<file path="src/rtl/gs_stream_engine_pkg.sv">
// Shared constants and types for the grayscale stream engine:
// luma coefficients, rounding constant, FSM state encodings and pixel layout.
package gs_stream_engine_pkg;

    localparam int unsigned GS_CR  = 77;
    localparam int unsigned GS_CG  = 150;
    localparam int unsigned GS_CB  = 29;
    localparam int unsigned GS_RND = 128;

    localparam int unsigned PIX_W  = 24;
    localparam int unsigned LUMA_W = 8;
    localparam int unsigned SUM_W  = 17;

    typedef enum logic [1:0] {
        ST_IDLE  = 2'd0,
        ST_RUN   = 2'd1,
        ST_DRAIN = 2'd2,
        ST_DONE  = 2'd3
    } gs_state_e;

    typedef struct packed {
        logic [7:0] r;
        logic [7:0] g;
        logic [7:0] b;
    } rgb_t;

endpackage

</file>
<file path="src/rtl/gs_stream_engine_if.sv">
// Frame-buffer read port and gray-buffer write port of the grayscale engine.
interface gs_stream_engine_if #(
    parameter int unsigned ADDR_W = 15
);
    logic              rd_en;
    logic [ADDR_W-1:0] rd_addr;
    logic [23:0]       rd_data;
    logic              wr_en;
    logic [ADDR_W-1:0] wr_addr;
    logic [7:0]        wr_data;

    modport master (
        output rd_en, rd_addr, wr_en, wr_addr, wr_data,
        input  rd_data
    );

    modport slave (
        input  rd_en, rd_addr, wr_en, wr_addr, wr_data,
        output rd_data
    );
endinterface

</file>
<file path="src/rtl/gs_luma.sv">
// RGB888 to 8-bit luma, one register stage, valid passed alongside.
// Build option: GS_ROUND_EN selects round-to-nearest instead of truncation.
module gs_luma
    import gs_stream_engine_pkg::*;
(
    input  logic              clk,
    input  logic              rst_n,
    input  logic              vld_in,
    input  rgb_t              pix,
    output logic              vld_out,
    output logic [LUMA_W-1:0] luma
);

`ifdef GS_ROUND_EN
    localparam bit ROUND_EN = 1'b1;
`else
    localparam bit ROUND_EN = 1'b0;
`endif

    logic [SUM_W-1:0] sum_c;
    logic [SUM_W-1:0] sum_adj_c;
    logic             unused_sum_bits;

    // Weighted sum; max 65280 (+128 when rounding) so 17 bits never overflow
    assign sum_c = SUM_W'(GS_CR) * SUM_W'(pix.r)
                 + SUM_W'(GS_CG) * SUM_W'(pix.g)
                 + SUM_W'(GS_CB) * SUM_W'(pix.b);

    assign sum_adj_c = sum_c + (ROUND_EN ? SUM_W'(GS_RND) : SUM_W'(0));

    assign unused_sum_bits = ^{sum_adj_c[16], sum_adj_c[7:0]};

    // Output register: luma = bits [15:8] of the (optionally rounded) sum
    always_ff @(posedge clk or negedge rst_n) begin
        if (!rst_n) begin
            vld_out <= 1'b0;
            luma    <= '0;
        end else begin
            vld_out <= vld_in;
            if (vld_in) begin
                luma <= sum_adj_c[15:8];
            end
        end
    end

endmodule

</file>
<file path="src/rtl/gs_stream_engine.sv">
// Grayscale stream engine: reads NUM_PIX RGB888 pixels from the frame buffer,
// converts each to luma (two-cycle read-to-write latency, one pixel per clock)
// and writes them to a contiguous gray region; GS_done is a level handshake.
// Build option: GS_ROUND_EN (round-to-nearest luma, handled in gs_luma).
module gs_stream_engine
    import gs_stream_engine_pkg::*;
#(
    parameter int unsigned NUM_PIX  = 16384,
    parameter int unsigned ADDR_W   = 15,
    parameter int unsigned IN_BASE  = 0,
    parameter int unsigned OUT_BASE = 16384
)(
    input  logic               clk,
    input  logic               rst_n,
    input  logic               GS_enable,
    output logic               GS_done,
    gs_stream_engine_if.master bus
);

    localparam int unsigned CNT_W = (NUM_PIX > 1) ? $clog2(NUM_PIX) : 1;

    gs_state_e         state_q, state_d;
    logic [CNT_W-1:0]  rd_cnt_q, rd_cnt_d;
    logic [ADDR_W-1:0] rd_addr_q, rd_addr_d;
    logic [ADDR_W-1:0] wr_idx_q, wr_idx_d;
    logic [ADDR_W-1:0] wr_addr_q, wr_addr_d;
    logic              rd_en_q, rd_en_d;
    logic              rd_vld_q, rd_vld_d;
    logic              done_q, done_d;

    logic              abort_c;
    logic              last_rd_c;
    logic              luma_vld_c;
    logic              luma_vld_q;
    logic [LUMA_W-1:0] luma_q;
    rgb_t              pix_c;

    assign abort_c   = !GS_enable && ((state_q == ST_RUN) || (state_q == ST_DRAIN));
    assign last_rd_c = (rd_cnt_q == CNT_W'(NUM_PIX - 1));
    assign pix_c     = rgb_t'(bus.rd_data);

    // State and datapath registers
    always_ff @(posedge clk or negedge rst_n) begin
        if (!rst_n) begin
            state_q   <= ST_IDLE;
            rd_cnt_q  <= '0;
            rd_addr_q <= ADDR_W'(IN_BASE);
            wr_idx_q  <= '0;
            wr_addr_q <= ADDR_W'(OUT_BASE);
            rd_en_q   <= 1'b0;
            rd_vld_q  <= 1'b0;
            done_q    <= 1'b0;
        end else begin
            state_q   <= state_d;
            rd_cnt_q  <= rd_cnt_d;
            rd_addr_q <= rd_addr_d;
            wr_idx_q  <= wr_idx_d;
            wr_addr_q <= wr_addr_d;
            rd_en_q   <= rd_en_d;
            rd_vld_q  <= rd_vld_d;
            done_q    <= done_d;
        end
    end

    // Next state; a low GS_enable aborts RUN/DRAIN and releases DONE
    always_comb begin
        state_d = state_q;
        case (state_q)
            ST_IDLE: begin
                if (GS_enable) state_d = ST_RUN;
            end
            ST_RUN: begin
                if (!GS_enable)     state_d = ST_IDLE;
                else if (last_rd_c) state_d = ST_DRAIN;
            end
            ST_DRAIN: begin
                // last write is on the bus once no read data is outstanding
                if (!GS_enable)     state_d = ST_IDLE;
                else if (!rd_vld_q) state_d = ST_DONE;
            end
            ST_DONE: begin
                if (!GS_enable) state_d = ST_IDLE;
            end
            default: state_d = ST_IDLE;
        endcase
    end

    // Next values of the registered outputs, counters and valid alignment
    always_comb begin
        rd_en_d    = 1'b0;
        rd_addr_d  = rd_addr_q;
        rd_cnt_d   = rd_cnt_q;
        wr_idx_d   = wr_idx_q;
        wr_addr_d  = wr_addr_q;
        rd_vld_d   = rd_en_q && !abort_c;
        luma_vld_c = rd_vld_q && !abort_c;
        done_d     = (state_d == ST_DONE);

        if (luma_vld_c) begin
            wr_addr_d = ADDR_W'(OUT_BASE) + wr_idx_q;
            wr_idx_d  = wr_idx_q + ADDR_W'(1);
        end

        case (state_q)
            ST_IDLE: begin
                if (GS_enable) begin
                    rd_en_d   = 1'b1;
                    rd_addr_d = ADDR_W'(IN_BASE);
                    rd_cnt_d  = '0;
                    wr_idx_d  = '0;
                end
            end
            ST_RUN: begin
                if (GS_enable && !last_rd_c) begin
                    rd_en_d   = 1'b1;
                    rd_addr_d = rd_addr_q + ADDR_W'(1);
                    rd_cnt_d  = rd_cnt_q + CNT_W'(1);
                end
            end
            default: begin
            end
        endcase
    end

    // Luma conversion aligned with the returning read data
    gs_luma u_luma (
        .clk     (clk),
        .rst_n   (rst_n),
        .vld_in  (luma_vld_c),
        .pix     (pix_c),
        .vld_out (luma_vld_q),
        .luma    (luma_q)
    );

    assign bus.rd_en   = rd_en_q;
    assign bus.rd_addr = rd_addr_q;
    assign bus.wr_en   = luma_vld_q;
    assign bus.wr_addr = wr_addr_q;
    assign bus.wr_data = luma_q;
    assign GS_done     = done_q;

endmodule

</file>
<file path="src/flat_wrapper.sv">
// flat-port wrapper written by rule: the top's interface ports become plain ports
module gs_stream_engine_flat import gs_stream_engine_pkg::*;
#(
    parameter int unsigned NUM_PIX  = 16384,
    parameter int unsigned ADDR_W   = 15,
    parameter int unsigned IN_BASE  = 0,
    parameter int unsigned OUT_BASE = 16384
)
  (clk, rst_n, GS_enable, GS_done, bus_rd_en, bus_rd_addr, bus_wr_en, bus_wr_addr, bus_wr_data, bus_rd_data);
  gs_stream_engine_if #(.ADDR_W(ADDR_W)) bus_i ();
  input  logic clk;
  input  logic rst_n;
  input  logic GS_enable;
  output logic GS_done;
  output wire logic [$bits(bus_i.rd_en)-1:0] bus_rd_en;
  output wire logic [$bits(bus_i.rd_addr)-1:0] bus_rd_addr;
  output wire logic [$bits(bus_i.wr_en)-1:0] bus_wr_en;
  output wire logic [$bits(bus_i.wr_addr)-1:0] bus_wr_addr;
  output wire logic [$bits(bus_i.wr_data)-1:0] bus_wr_data;
  input wire logic [$bits(bus_i.rd_data)-1:0] bus_rd_data;
  assign bus_rd_en = bus_i.rd_en;
  assign bus_rd_addr = bus_i.rd_addr;
  assign bus_wr_en = bus_i.wr_en;
  assign bus_wr_addr = bus_i.wr_addr;
  assign bus_wr_data = bus_i.wr_data;
  assign bus_i.rd_data = bus_rd_data;
  gs_stream_engine #(.NUM_PIX(NUM_PIX), .ADDR_W(ADDR_W), .IN_BASE(IN_BASE), .OUT_BASE(OUT_BASE)) u_core (.clk(clk), .rst_n(rst_n), .GS_enable(GS_enable), .GS_done(GS_done), .bus(bus_i));
endmodule
</file>
<file path="config.mk">
export PLATFORM = sky130hd
export DESIGN_NAME = gs_stream_engine_flat
export DESIGN_NICKNAME = d
export VERILOG_FILES = /design/src/rtl/gs_stream_engine_pkg.sv /design/src/rtl/gs_stream_engine_if.sv /design/src/rtl/gs_luma.sv /design/src/rtl/gs_stream_engine.sv /design/src/flat_wrapper.sv
export SDC_FILE = /design/constraint.sdc
export NUM_CORES = 1
export LEC_CHECK = 0
export ABC_AREA = 1
export CORE_MARGIN = 3
export CORE_UTILIZATION = 64
export DETAILED_ROUTE_END_ITERATION = 12
export PLACE_DENSITY_LB_ADDON = 0.05
export SLEW_MARGIN = 5
export SYNTH_ARGS = -nofsm -noshare
export SYNTH_HDL_FRONTEND = slang
export SYNTH_HIERARCHICAL = 1
export SYNTH_SLANG_ARGS = --single-unit
</file>
<file path="constraint.sdc">
create_clock -name clk -period 5.05 [get_ports clk]
set_clock_uncertainty 0.15 [all_clocks]
set_input_delay 0.505 -clock clk [delete_from_list [all_inputs] [get_ports clk]]
set_output_delay 0.505 -clock clk [all_outputs]
set_load 0.02 [all_outputs]
</file>
==> impl_metrics.toml <==
[logic_synthesis]
synth-simple-area-share = 0.248
synth-compound-area-share = 0.0657
synth_xor_area_frac = 0.0232
syn_nets = 1084
yosysWarnings = 6
seq_area_frac_synth = 0.255
synth_top_family_by_area = "adder cells"
ys_ff_latch = 73
synth_mux_area_frac = 0
async_reset_ff_frac = 1.00
synth_cell_types = 41
ys.flop_type = "dfrtp_1"
avgSynthCellArea_sq_um = 7.88
synthCells = 911
netlist_area_sq_um = 7180
synth_edf_count = 0
synth_fa_ha_area_frac = 0.312

[detailed_routing]
route.met2.wl_mm = 8.73
routed_wl_mm = 17.4
first_iter_violations = 408
ant_nets = 0
dr.pass1.iters = 6
top_layer = "met4"
route.detailed.drc = 0
routedWlPerCell_um = 14.8
wl_met3_mm = 1.01
met1_length_mm = 7.32
via_per_inst = 5.49
via_count = 6434

[placed_design]
gp_congestion = 0.865
io_buffers = 67
place_area_sq_um = 8490
placed_cells = 1152
hpwl_mm = 12.7

[sta]
finalHoldViolations = 0
setup_viol = 8
maxSlewViolCount = 0
fin_ws_ps = -667
rsz0062_at_grt = "true"
period_share = 1.13
period_minus_slack_ps = 5720
timing.fmax_mhz = 175
worstMarginPinSlew_ps = 917
max_slew_margin = 0.389

[global_routing]
antenna_found_initial = 0
grt_pass1_wl_mm = 29.1
grt_max_degree = 74
globalRoute.totalOverflow = 0
grt_pass1_vias = 6534
track_usage = 0.280

[clock_tree]
cts_made_buffers = 9
clk_pin_slew_worst_paths_ps = 70
cts_tree = "done"
cts.sinks = 73
clock_latency_ps = 350
cts_buffer_depth = 2
cts.htree.levels = 3
cts-root-buf = "clkbuf_8"

[floorplan]
rows = 38
initial_core_util = 0.660
ios = 68
core_area_sq_um = 10900
fp.dieH_um = 112
dieArea_sq_um = 12500
die_w_um = 112

[setup_path]
cp_cell_sequence = "buf_8, ha_4, ha_4, inv_2, fa_1, inv_2, fa_1, ha_4, buf_12, xnor2_4, fa_2, fa_1, inv_2, fa_2, fa_1, inv_2, ha_4, nand2_4, nor2_4, o21ai_1, nand4_1, nand3_1, nand2_1"
cp_data_required_time_ps = 5130
worst-path-max-fanout = 4
worstSetupPathType = "input pin to flip-flop"
slowest_delay_ps = 580
critPathArrivalTime_ps = 5800
setup.worst_path.end_class = "flip-flop"
worst-path-buf-inv = 6
crit_path_start_kind = "input pin"
cp_top_family = "adder cells"
slowest_stage = "fa_1"

[layout]
layout_common_cells = "nand2_1 (224), inv_1 (147), dfrtp_1 (72)"
diodes = 0
fin_cells = 1173
design_area_sq_um = 9060
areaGrowthSynthToFinish_pct = 26.2
fin_util = 0.832
layout-drive-gt1-share = 0.171
layout.nets = 1201
layout_commonest_cell = "nand2_1"
fill_cells = 650

[status]
violations = "negative setup slack"
status = "complete, but fails checks"

[min_path]
holdCritPathClass = "input pin to async pin"

[flow_run]
max-cap-violations = 0
## worst paths after layout
check                               startpoint                     end  slack, ps  depth (start not counted)
setup / recovery               bus_rd_data[12]   u_core/u_luma/luma[5]       -670                         23
hold / removal                           rst_n   u_core/u_luma/luma[0]        230                          2
setup reg to reg             u_core/state_q[1]   u_core/bus.rd_addr[0]       2510                          6
hold reg to reg            u_core/wr_idx_q[14]  u_core/bus.wr_addr[14]        290                          1
max in group asynchronous                rst_n      u_core/wr_idx_q[6]       3930                          2
min in group clk           u_core/wr_idx_q[14]  u_core/bus.wr_addr[14]        290                          1
## cell usage after synthesis, types with 4 or more instances
| cell | count | area share |
|---|---|---|
| nand2_1 | 242 | 0.13 |
| inv_1 | 159 | 0.083 |
| ha_1 | 91 | 0.16 |
| dfrtp_1 | 72 | 0.25 |
| nor2_1 | 66 | 0.035 |
| nand3_1 | 63 | 0.044 |
| fa_1 | 55 | 0.15 |
| a21oi_1 | 29 | 0.020 |
| o21ai_0 | 25 | 0.017 |
| o21ai_1 | 14 | 0.0098 |
| nand4_1 | 13 | 0.011 |
| xor2_1 | 11 | 0.013 |
| xnor2_1 | 8 | 0.0098 |
| nor3_1 | 5 | 0.0035 |
| or2_2 | 5 | 0.0044 |
| a31oi_1 | 4 | 0.0035 |
| buf_6 | 4 | 0.0063 |
| clkbuf_1 | 4 | 0.0021 |
| nand3b_1 | 4 | 0.0042 |
## registers in the layout, summed over array words and instances, names as in the netlist
signal                 flops
u_core/bus.rd_addr        15
u_core/state_q             2
u_core/bus.rd_en           1
u_core/bus.wr_addr        15
u_core/u_luma/luma         8
u_core/rd_cnt_q           14
u_core/u_luma/vld_out      1
u_core/rd_vld_q            1
u_core/GS_done             1
u_core/wr_idx_q           15
## timing repair
action | in CTS | in global routing
endpoints found under the setup margin | 8 | 8
pin swaps | 36 | 46
hold buffers | 0 | 0
gates resized for setup | 53 | 43
buffers inserted | 4 | 1
cloned | 0 | 0
## through the flow
stage	TNS [ps]	hold slack, ps	setup WS (ps)
6_report	-4440	234	-667
5_1_grt	-5300	287	-746
4_1_cts	-4300	254	-632
3_5_place_dp	-10290	283	-1370
3_3_place_gp	-8930	276	-1190
2_1_floorplan	-3540	59.4	-535
## layout make-up
cell class	instances	area [sq um]	share of cell area
inverter	163	612	0.0675
clock inverter	2	35.0	0.00387
multi-input combinational	663	5160	0.570
sequential	73	1830	0.202
timing repair buffer	118	1080	0.119
clock buffer	14	173	0.0191
tap	140	175	0.0193
## routing by layer
layer | up-vias | GRT usage
li1 | 3108 | -
met1 | 3059 | 0.368
met2 | 229 | 0.480
met3 | 38 | 0.0592
met4 | 0 | 0.0616
met5 | - | 0
## cells by family after synthesis
family	after synthesis
simple gates	414
buf+inv	175
fa+ha+maj	146
compound gates	84
flops	73
xor+xnor	19
Power is left out: the tool's default activity adds up to more than one toggle a clock period on the data nets, which glitch-free logic cannot reach.
